`src/rtl/mem_arbiter_pkg.sv`:
```
// mem_arbiter_pkg: state/grant encodings and default widths shared by the I/D memory arbiter.
package mem_arbiter_pkg;

  localparam int unsigned ADDR_W_DEF  = 32'd6;
  localparam int unsigned DATA_W_DEF  = 32'd32;
  localparam int unsigned TIMEOUT_DEF = 32'd255;
  localparam int unsigned WDOG_W      = 32'd8;

  typedef enum logic [1:0] {
    IDLE = 2'd0,
    BUSY = 2'd1,
    DONE = 2'd2
  } arb_state_e;

  typedef enum logic {
    GNT_I = 1'b0,
    GNT_D = 1'b1
  } grant_e;

  // The side that was not granted last time wins a tie.
  function automatic grant_e other_side(input grant_e g);
    grant_e r;
    case (g)
      GNT_I:   r = GNT_D;
      GNT_D:   r = GNT_I;
      default: r = GNT_I;
    endcase
    return r;
  endfunction

endpackage

```
`src/rtl/mem_arbiter_rr_pick.sv`:
```
// mem_arbiter_rr_pick: combinational two-way round-robin picker for the I and D requesters.
module mem_arbiter_rr_pick
  import mem_arbiter_pkg::*;
(
  input  logic   req_i,
  input  logic   req_d,
  input  grant_e last_grant,
  output grant_e grant,
  output logic   any
);

  // Single requester wins outright; a tie goes to the side not granted last.
  always_comb begin
    any   = req_i | req_d;
    grant = GNT_I;
    if (req_i && req_d) begin
      grant = other_side(last_grant);
    end else if (req_d) begin
      grant = GNT_D;
    end else begin
      grant = GNT_I;
    end
  end

endmodule

```
`src/rtl/mem_arbiter.sv`:
```
// mem_arbiter: shares one block memory between the I-cache (read-only) and D-cache (read/write),
// with round-robin grant, registered memory-side controls and a watchdog abort.
module mem_arbiter
  import mem_arbiter_pkg::*;
#(
  parameter int unsigned ADDR_W  = ADDR_W_DEF,
  parameter int unsigned DATA_W  = DATA_W_DEF,
  parameter int unsigned TIMEOUT = TIMEOUT_DEF
) (
  input  logic              CLK,
  input  logic              RESET,
  input  logic              i_read,
  input  logic [ADDR_W-1:0] i_address,
  output logic [DATA_W-1:0] i_readdata,
  output logic              i_busywait,
  input  logic              d_read,
  input  logic              d_write,
  input  logic [ADDR_W-1:0] d_address,
  input  logic [DATA_W-1:0] d_writedata,
  output logic [DATA_W-1:0] d_readdata,
  output logic              d_busywait,
  output logic              mem_read,
  output logic              mem_write,
  output logic [ADDR_W-1:0] mem_address,
  output logic [DATA_W-1:0] mem_writedata,
  input  logic [DATA_W-1:0] mem_readdata,
  input  logic              mem_busywait,
  output logic              arb_error
);

  localparam logic [WDOG_W-1:0] TIMEOUT_C = WDOG_W'(TIMEOUT);

  arb_state_e        state_q;
  grant_e            grant_q;
  grant_e            last_grant_q;
  logic              seen_busy_q;
  logic [WDOG_W-1:0] wdog_q;
  logic [WDOG_W-1:0] wdog_d;
  logic              arb_error_q;
  logic              mem_read_q;
  logic              mem_write_q;
  logic [ADDR_W-1:0] mem_address_q;
  logic [DATA_W-1:0] mem_writedata_q;
  logic [DATA_W-1:0] i_readdata_q;
  logic [DATA_W-1:0] d_readdata_q;

  grant_e            pick_grant;
  logic              pick_any;
  logic              d_req;
  logic              i_done;
  logic              d_done;

  assign d_req  = d_read | d_write;
  assign wdog_d = wdog_q + 8'd1;

  mem_arbiter_rr_pick u_pick (
    .req_i      (i_read),
    .req_d      (d_req),
    .last_grant (last_grant_q),
    .grant      (pick_grant),
    .any        (pick_any)
  );

  // Arbitration FSM with the watchdog, memory-side registers and per-side readdata registers.
  always_ff @(posedge CLK or negedge RESET) begin
    if (!RESET) begin
      state_q         <= IDLE;
      grant_q         <= GNT_I;
      last_grant_q    <= GNT_D;
      seen_busy_q     <= 1'b0;
      wdog_q          <= {WDOG_W{1'b0}};
      arb_error_q     <= 1'b0;
      mem_read_q      <= 1'b0;
      mem_write_q     <= 1'b0;
      mem_address_q   <= {ADDR_W{1'b0}};
      mem_writedata_q <= {DATA_W{1'b0}};
      i_readdata_q    <= {DATA_W{1'b0}};
      d_readdata_q    <= {DATA_W{1'b0}};
    end else begin
      case (state_q)
        IDLE: begin
          if (pick_any) begin
            grant_q     <= pick_grant;
            seen_busy_q <= 1'b0;
            wdog_q      <= {WDOG_W{1'b0}};
            state_q     <= BUSY;
            if (pick_grant == GNT_D) begin
              // An illegal read+write request is carried out as a write.
              mem_address_q   <= d_address;
              mem_writedata_q <= d_writedata;
              mem_write_q     <= d_write;
              mem_read_q      <= d_read & ~d_write;
            end else begin
              mem_address_q   <= i_address;
              mem_writedata_q <= {DATA_W{1'b0}};
              mem_write_q     <= 1'b0;
              mem_read_q      <= 1'b1;
            end
          end
        end
        BUSY: begin
          // A low busywait only means completion once the memory has been seen busy.
          if (!mem_busywait && seen_busy_q) begin
            if (mem_read_q) begin
              if (grant_q == GNT_D) begin
                d_readdata_q <= mem_readdata;
              end else begin
                i_readdata_q <= mem_readdata;
              end
            end
            mem_read_q  <= 1'b0;
            mem_write_q <= 1'b0;
            state_q     <= DONE;
          end else if (wdog_q == TIMEOUT_C) begin
            mem_read_q  <= 1'b0;
            mem_write_q <= 1'b0;
            arb_error_q <= 1'b1;
            state_q     <= DONE;
          end else begin
            wdog_q <= wdog_d;
            if (mem_busywait) begin
              seen_busy_q <= 1'b1;
            end
          end
        end
        DONE: begin
          last_grant_q <= grant_q;
          state_q      <= IDLE;
        end
        default: begin
          mem_read_q  <= 1'b0;
          mem_write_q <= 1'b0;
          state_q     <= IDLE;
        end
      endcase
    end
  end

  // The winner is released only during its single DONE cycle.
  assign i_done = (state_q == DONE) && (grant_q == GNT_I);
  assign d_done = (state_q == DONE) && (grant_q == GNT_D);

  assign i_busywait    = i_read & ~i_done;
  assign d_busywait    = d_req & ~d_done;
  assign i_readdata    = i_readdata_q;
  assign d_readdata    = d_readdata_q;
  assign mem_read      = mem_read_q;
  assign mem_write     = mem_write_q;
  assign mem_address   = mem_address_q;
  assign mem_writedata = mem_writedata_q;
  assign arb_error     = arb_error_q;

endmodule

```
`config.mk`:
```
export PLATFORM = sky130hd
export DESIGN_NAME = mem_arbiter
export DESIGN_NICKNAME = d
export VERILOG_FILES = /design/src/rtl/mem_arbiter_pkg.sv /design/src/rtl/mem_arbiter_rr_pick.sv /design/src/rtl/mem_arbiter.sv
export SDC_FILE = /design/constraint.sdc
export NUM_CORES = 1
export LEC_CHECK = 0
export BUFFER_PORTS_ARGS = -buffer_cell sky130_fd_sc_hd__buf_4
export CAP_MARGIN = 30
export CORE_UTILIZATION = 24
export CTS_BUF_LIST = sky130_fd_sc_hd__clkbuf_4
export DETAILED_ROUTE_END_ITERATION = 8
export PLACE_DENSITY_LB_ADDON = 0.08
export SYNTH_ARGS = -nofsm -noshare
export SYNTH_HDL_FRONTEND = slang
export SYNTH_SLANG_ARGS = --single-unit
```
`constraint.sdc`:
```
create_clock -name CLK -period 1.87 [get_ports CLK]
set_clock_uncertainty 0.05 [all_clocks]
set_input_delay 0.374 -clock CLK [delete_from_list [all_inputs] [get_ports CLK]]
set_output_delay 0.374 -clock CLK [all_outputs]
set_load 0.01 [all_outputs]
```
# Word-level counts from Yosys, hierarchy flattened
# Index checks and enable logic that the tools add are counted.
# totals
register_bits	118
output_inout_bits	107
elab_cells	74
# op_classes
addsub	1
eq_ne	8
muxes	26
bitwise_logic	12
n_reduce_logical	15
# op_table
cell	n
2-to-1 mux 32 bit	1
2-to-1 mux 8 bit	3
one-hot mux 8 bit (2 select lines)	1
2-to-1 mux 1 bit	12
AND reduction 4 bit	3
adder 8 x 1 -> 8 bit (second input constant)	1
equality test 8 bit (second input constant)	1
!= test 2 bit (second input constant)	4
inverter 1 bit	7
2-to-1 mux 2 bit	3
2-to-1 mux 6 bit	1
one-hot mux 1 bit (3 select lines)	2
AND reduction 3 bit	2
AND reduction 5 bit	1
logical AND 1 bit	4
one-hot mux 1 bit (2 select lines)	2
one-hot mux 2 bit (2 select lines)	1
AND reduction 2 bit	2
bitwise AND 1 bit	3
!= test 3 bit (second input constant)	1
equality test 2 x 1 -> 1 bit (second input constant)	1
equality test 2 bit (second input constant)	1
zero test 2 bit	1
bitwise OR 1 bit	2
other kinds (2)	2

# Depth between registers and ports, before layout
# logic_depth
depth_word	6
depth_mapped	6
ltp_nobuf	5

# Modules after synthesis
# Synthesis repeated with hierarchy kept, for this count alone.
# hier_totals
hier_cells	385
hier_area_um2	4714.5
# by_module_without_submodules
mod	instances	cells_per_inst	area_each_um2
mem_arbiter	1	383	4700.8
mem_arbiter_rr_pick	1	2	13.8

# Least setup slack after synthesis
# OpenSTA, ideal clock, no wires.
# synth_timing
kind	reg2reg
startpoint	reg wdog_q[0]
endpoint	reg wdog_q[6]
setup_ns	0.087
arrival_ns	1.456
required_ns	1.733
slack_ns	0.277
stages_incl_launch_ff	6
path_buffers	0
period_less_slack_ns	1.593
cell_sequence	dfrtp_1 ha_1 nand3_2 o221ai_4 or4_1 o211ai_1
# synth_between
elab_chain_cells	4
word_cells_on_any_way	7
cone_classes	1 x add/sub; 2 x eq/ne; 3 x mux; 1 x reduce/logical
# synth_lines
item	line_no	text
from (decl)	mem_arbiter.sv:37	logic [WDOG_W-1:0] wdog_q;
from (signal assigned)	mem_arbiter.sv:71	wdog_q <= {WDOG_W{1'b0}};
from (signal assigned)	mem_arbiter.sv:85	wdog_q <= {WDOG_W{1'b0}};
from (signal assigned)	mem_arbiter.sv:120	wdog_q <= wdog_d;
adder 8 x 1 -> 8 bit	mem_arbiter.sv:54	assign wdog_d = wdog_q + 8'd1;
2-to-1 mux 8 bit	mem_arbiter.sv:114	end else if (wdog_q == TIMEOUT_C) begin
2-to-1 mux 8 bit	mem_arbiter.sv:103	if (!mem_busywait && seen_busy_q) begin
one-hot mux 8 bit (2 select lines)	mem_arbiter.sv:80	case (state_q)
# Parallel ways exist; a longest one is shown, timed or not. The select of a mux whose other input is x is not followed.
# A chain may end at the register's enable or synchronous reset.

# Final worst setup path
# layout_timing
startpoint	reg state_q[0]
endpoint	out d_busywait
# layout_between
elab_chain_cells	4
# layout_lines
item	line_no	text
from (decl)	mem_arbiter.sv:33	arb_state_e state_q;
from (signal assigned)	mem_arbiter.sv:67	state_q <= IDLE;
from (signal assigned)	mem_arbiter.sv:86	state_q <= BUSY;
from (signal assigned)	mem_arbiter.sv:113	state_q <= DONE;
equality test 2 bit	mem_arbiter.sv:141	assign d_done = (state_q == DONE) && (grant_q == GNT_D);
logical AND 1 bit	mem_arbiter.sv:141	
inverter 1 bit	mem_arbiter.sv:144	assign d_busywait = d_req & ~d_done;
bitwise AND 1 bit	mem_arbiter.sv:144	
to (decl)	mem_arbiter.sv:21	output logic d_busywait,
# No other way between the ends.

==> results.cfg <==
[synth]
synth_cells = 381
yosysSeqAreaShare_pct = 61.9
syn_avg_cell_area_um2 = 12.5
synth-edff-count = 0
ys_ff_latch = 118
async_flop_share_pct = 100
synth_area_um2 = 4770
ys_types = 42
yosys_warnings = 0
synth_ff_type = dfrtp_1
syn-num-nets = 464

[floorplan]
io_pins = 189
fp-row-count = 51
core_um2 = 19500
start_util_pct = 24.5
die_w_um = 143
fp.dieH_um = 143
dieArea_um2 = 20500

[grt]
grt.overflow.total = 0
grt_pass1_vias = 3925
gr-usage-all-layers_pct = 13.3
grt_max_degree = 40
grt_pass1_wl_mm = 20.4
antenna_found_initial = 1

[worst_hold_path]
hold_class = in -> reg

[sta]
finalSetupTns_ns = 0
final_max_slew_viol_count = 0
fmax_ghz = 0.551
tightest_slew_ns = 0.569
max_slew_margin_pct = 62.0
rsz0062_at_grt = yes
final.period_utilization_pct = 97.1
finalSetupViolCount = 0
finalHoldViolations = 0
period_minus_slack_ns = 1.82

[power]
comb_power_share_pct = 42.2
fin_total_pwr_mw = 10.7
p_sw_mw = 3.73
p_leak_nw = 3.70
clockPowerShare_pct = 17.7
pwr-share-seq_pct = 40.1
ir_drop_uv = 409
swShare_pct = 35.0
p_int_mw = 6.94
power_density_nw_per_um2 = 1420

[final_layout]
final.fill_count = 1913
fin_cells = 926
final_area_um2 = 7530
area_growth_pct = 57.8
fin_nets = 730
drive_gt1_share_pct = 48.3

[worst_setup_path]
worstPathMaxFanout = 2
critPathLaunchType = register
cpMaxStageDelayCell = dfrtp_1
crit_type = reg -> out
cp_data_required_time_ns = 1.45
slowest_delay_ns = 0.39
reg2reg_slack_ns = 0.12
end_kind = primary output
worstPathArrival_ns = 1.39
path_cells = inv_2, buf_4, a31oi_4, buf_6

[routing]
drt_iter0_markers = 73
vias = 3854
drt-total-wl_mm = 13.2
route.detailed.drc = 0
ant_nets = 0
dr.pass1.iters = 4
vias_per_cell = 4.16
wl_per_cell_um = 14.2

[placement]
port_buffers = 188
hpwl_mm = 9.59
place_congestion = 0.752
dp_cells = 831
dpl_cell_area_um2 = 6590

[clock_tree]
clock_sinks = 118
htree_levels = 4
cts_buffer_depth = 2
clk_pin_slew_worst_paths_ns = 0.11
clock_latency_ns = 0.51
cts_tree = built
cts_buffers = 17
root_buffer = clkbuf_4

[run_status]
status = finished, final reports clean

[run]
drv_cap = 0
[worst max-delay path, delay by kind of cell (launching register included)]
kind                   cells  cell delay [ns]
flip-flops                 1             0.39
buffers and inverters      3             0.32
AO/OA/AOI/OAI              1             0.17
[layer usage]
layer	up-vias	GRT usage, %	part of all wire (%)
met5	-	0	0
met4	0	5.04	1.1
met3	7	4.39	5.4
met2	91	23.2	52
met1	1895	15.0	41
li1	1861	-	-
[cell type report]
class                   instances  area, um^2  area share [%]
repair buffers                267        2200            29.3
multi-input cells             237        1720            22.9
clock inverters                15         163            2.16
diodes                          1        2.50          0.0332
flip-flops and latches        118        2960            39.3
clock buffers                  17         128            1.70
inverters                       6        22.5           0.299
well taps                     265         332            4.40
[metrics by stage]
step	util [%]	setup WS [ns]	hold WS, ns
6_report	38.7	0.0542	0.0668
5_1_grt	38.7	-0.0589	0.00836
4_1_cts	38.5	-0.0181	0.000852
3_5_place_dp	33.9	0.140	0.266
3_3_place_gp	33.9	0.149	0.266
2_1_floorplan	-	0.277	0.0284
[cell usage after synthesis (2+ instances only)]
| library cell | count | area [um^2] |
|---|---|---|
| a21oi_1 | 4 | 20.0 |
| a31oi_1 | 2 | 12.5 |
| buf_2 | 12 | 60.1 |
| clkbuf_1 | 6 | 22.5 |
| dfrtp_1 | 117 | 2930 |
| inv_1 | 6 | 22.5 |
| mux2_1 | 4 | 45.0 |
| mux2_2 | 62 | 698 |
| mux2i_1 | 6 | 60.1 |
| nand2_1 | 79 | 297 |
| nand3_1 | 4 | 20.0 |
| nand4_1 | 2 | 12.5 |
| nor2_1 | 2 | 7.51 |
| o211ai_1 | 4 | 30.0 |
| o21a_1 | 2 | 15.0 |
| o21ai_0 | 42 | 210 |
| or3_1 | 2 | 12.5 |
[sequential cells by signal, indices dropped and copies added (netlist names)]
register / count
arb_error: 1
d_readdata: 32
grant_q: 1
i_readdata: 32
last_grant_q: 1
mem_address: 6
mem_read: 1
mem_write: 1
mem_writedata: 32
seen_busy_q: 1
state_q: 2
wdog_q: 8
[cells in the final DEF, fill, tap and decap left out, drive strengths merged, types with 5 or more instances in the layout]
cell	count
clkinv	8
dfrtp	117
nand3	5
dlygate4sd3	58
nand2	79
clkbuf	17
buf	209
inv	6
o21ai	42
mux2	66
mux2i	6
[power by group through the flow]
stage | Combinational [mW] | Sequential, mW | Clock (mW)
6_report | 4.50 | 4.28 | 1.89
5_1_grt | 4.93 | 4.43 | 2.13
4_1_cts | 4.57 | 4.29 | 2.01
3_5_place_dp | 4.41 | 4.31 | 0
3_3_place_gp | 4.38 | 4.28 | 0
2_1_floorplan | 1.68 | 4.69 | 0
[path summary, 6_finish.rpt]
kind                            cells after the start           start                 to
worst max register to register                      4      state_q[1]          wdog_q[7]
worst min register to register                      2     seen_busy_q        seen_busy_q
min in group asynchronous                           2           RESET  mem_writedata[17]
max in group asynchronous                           3           RESET       last_grant_q
worst max-delay path                                4      state_q[0]         d_busywait
worst min-delay path                                3  d_writedata[5]   mem_writedata[5]
[repair_timing]
action | CTS | global route
resized for setup | 8 | 2
buffers inserted | 4 | 1
endpoints found under the setup margin | 2 | 18
hold endpoints to repair | 122 | 1
hold buffers | 57 | 1
pin swaps | 1 | 0
[logic make-up after synthesis]
group	synth area share, %
flops	61.9
simple gates	9.65
mux	16.8
compound gates	8.76
buf+inv	2.60
fa+ha+maj	0.262
Power figures use the tool's default switching activity.
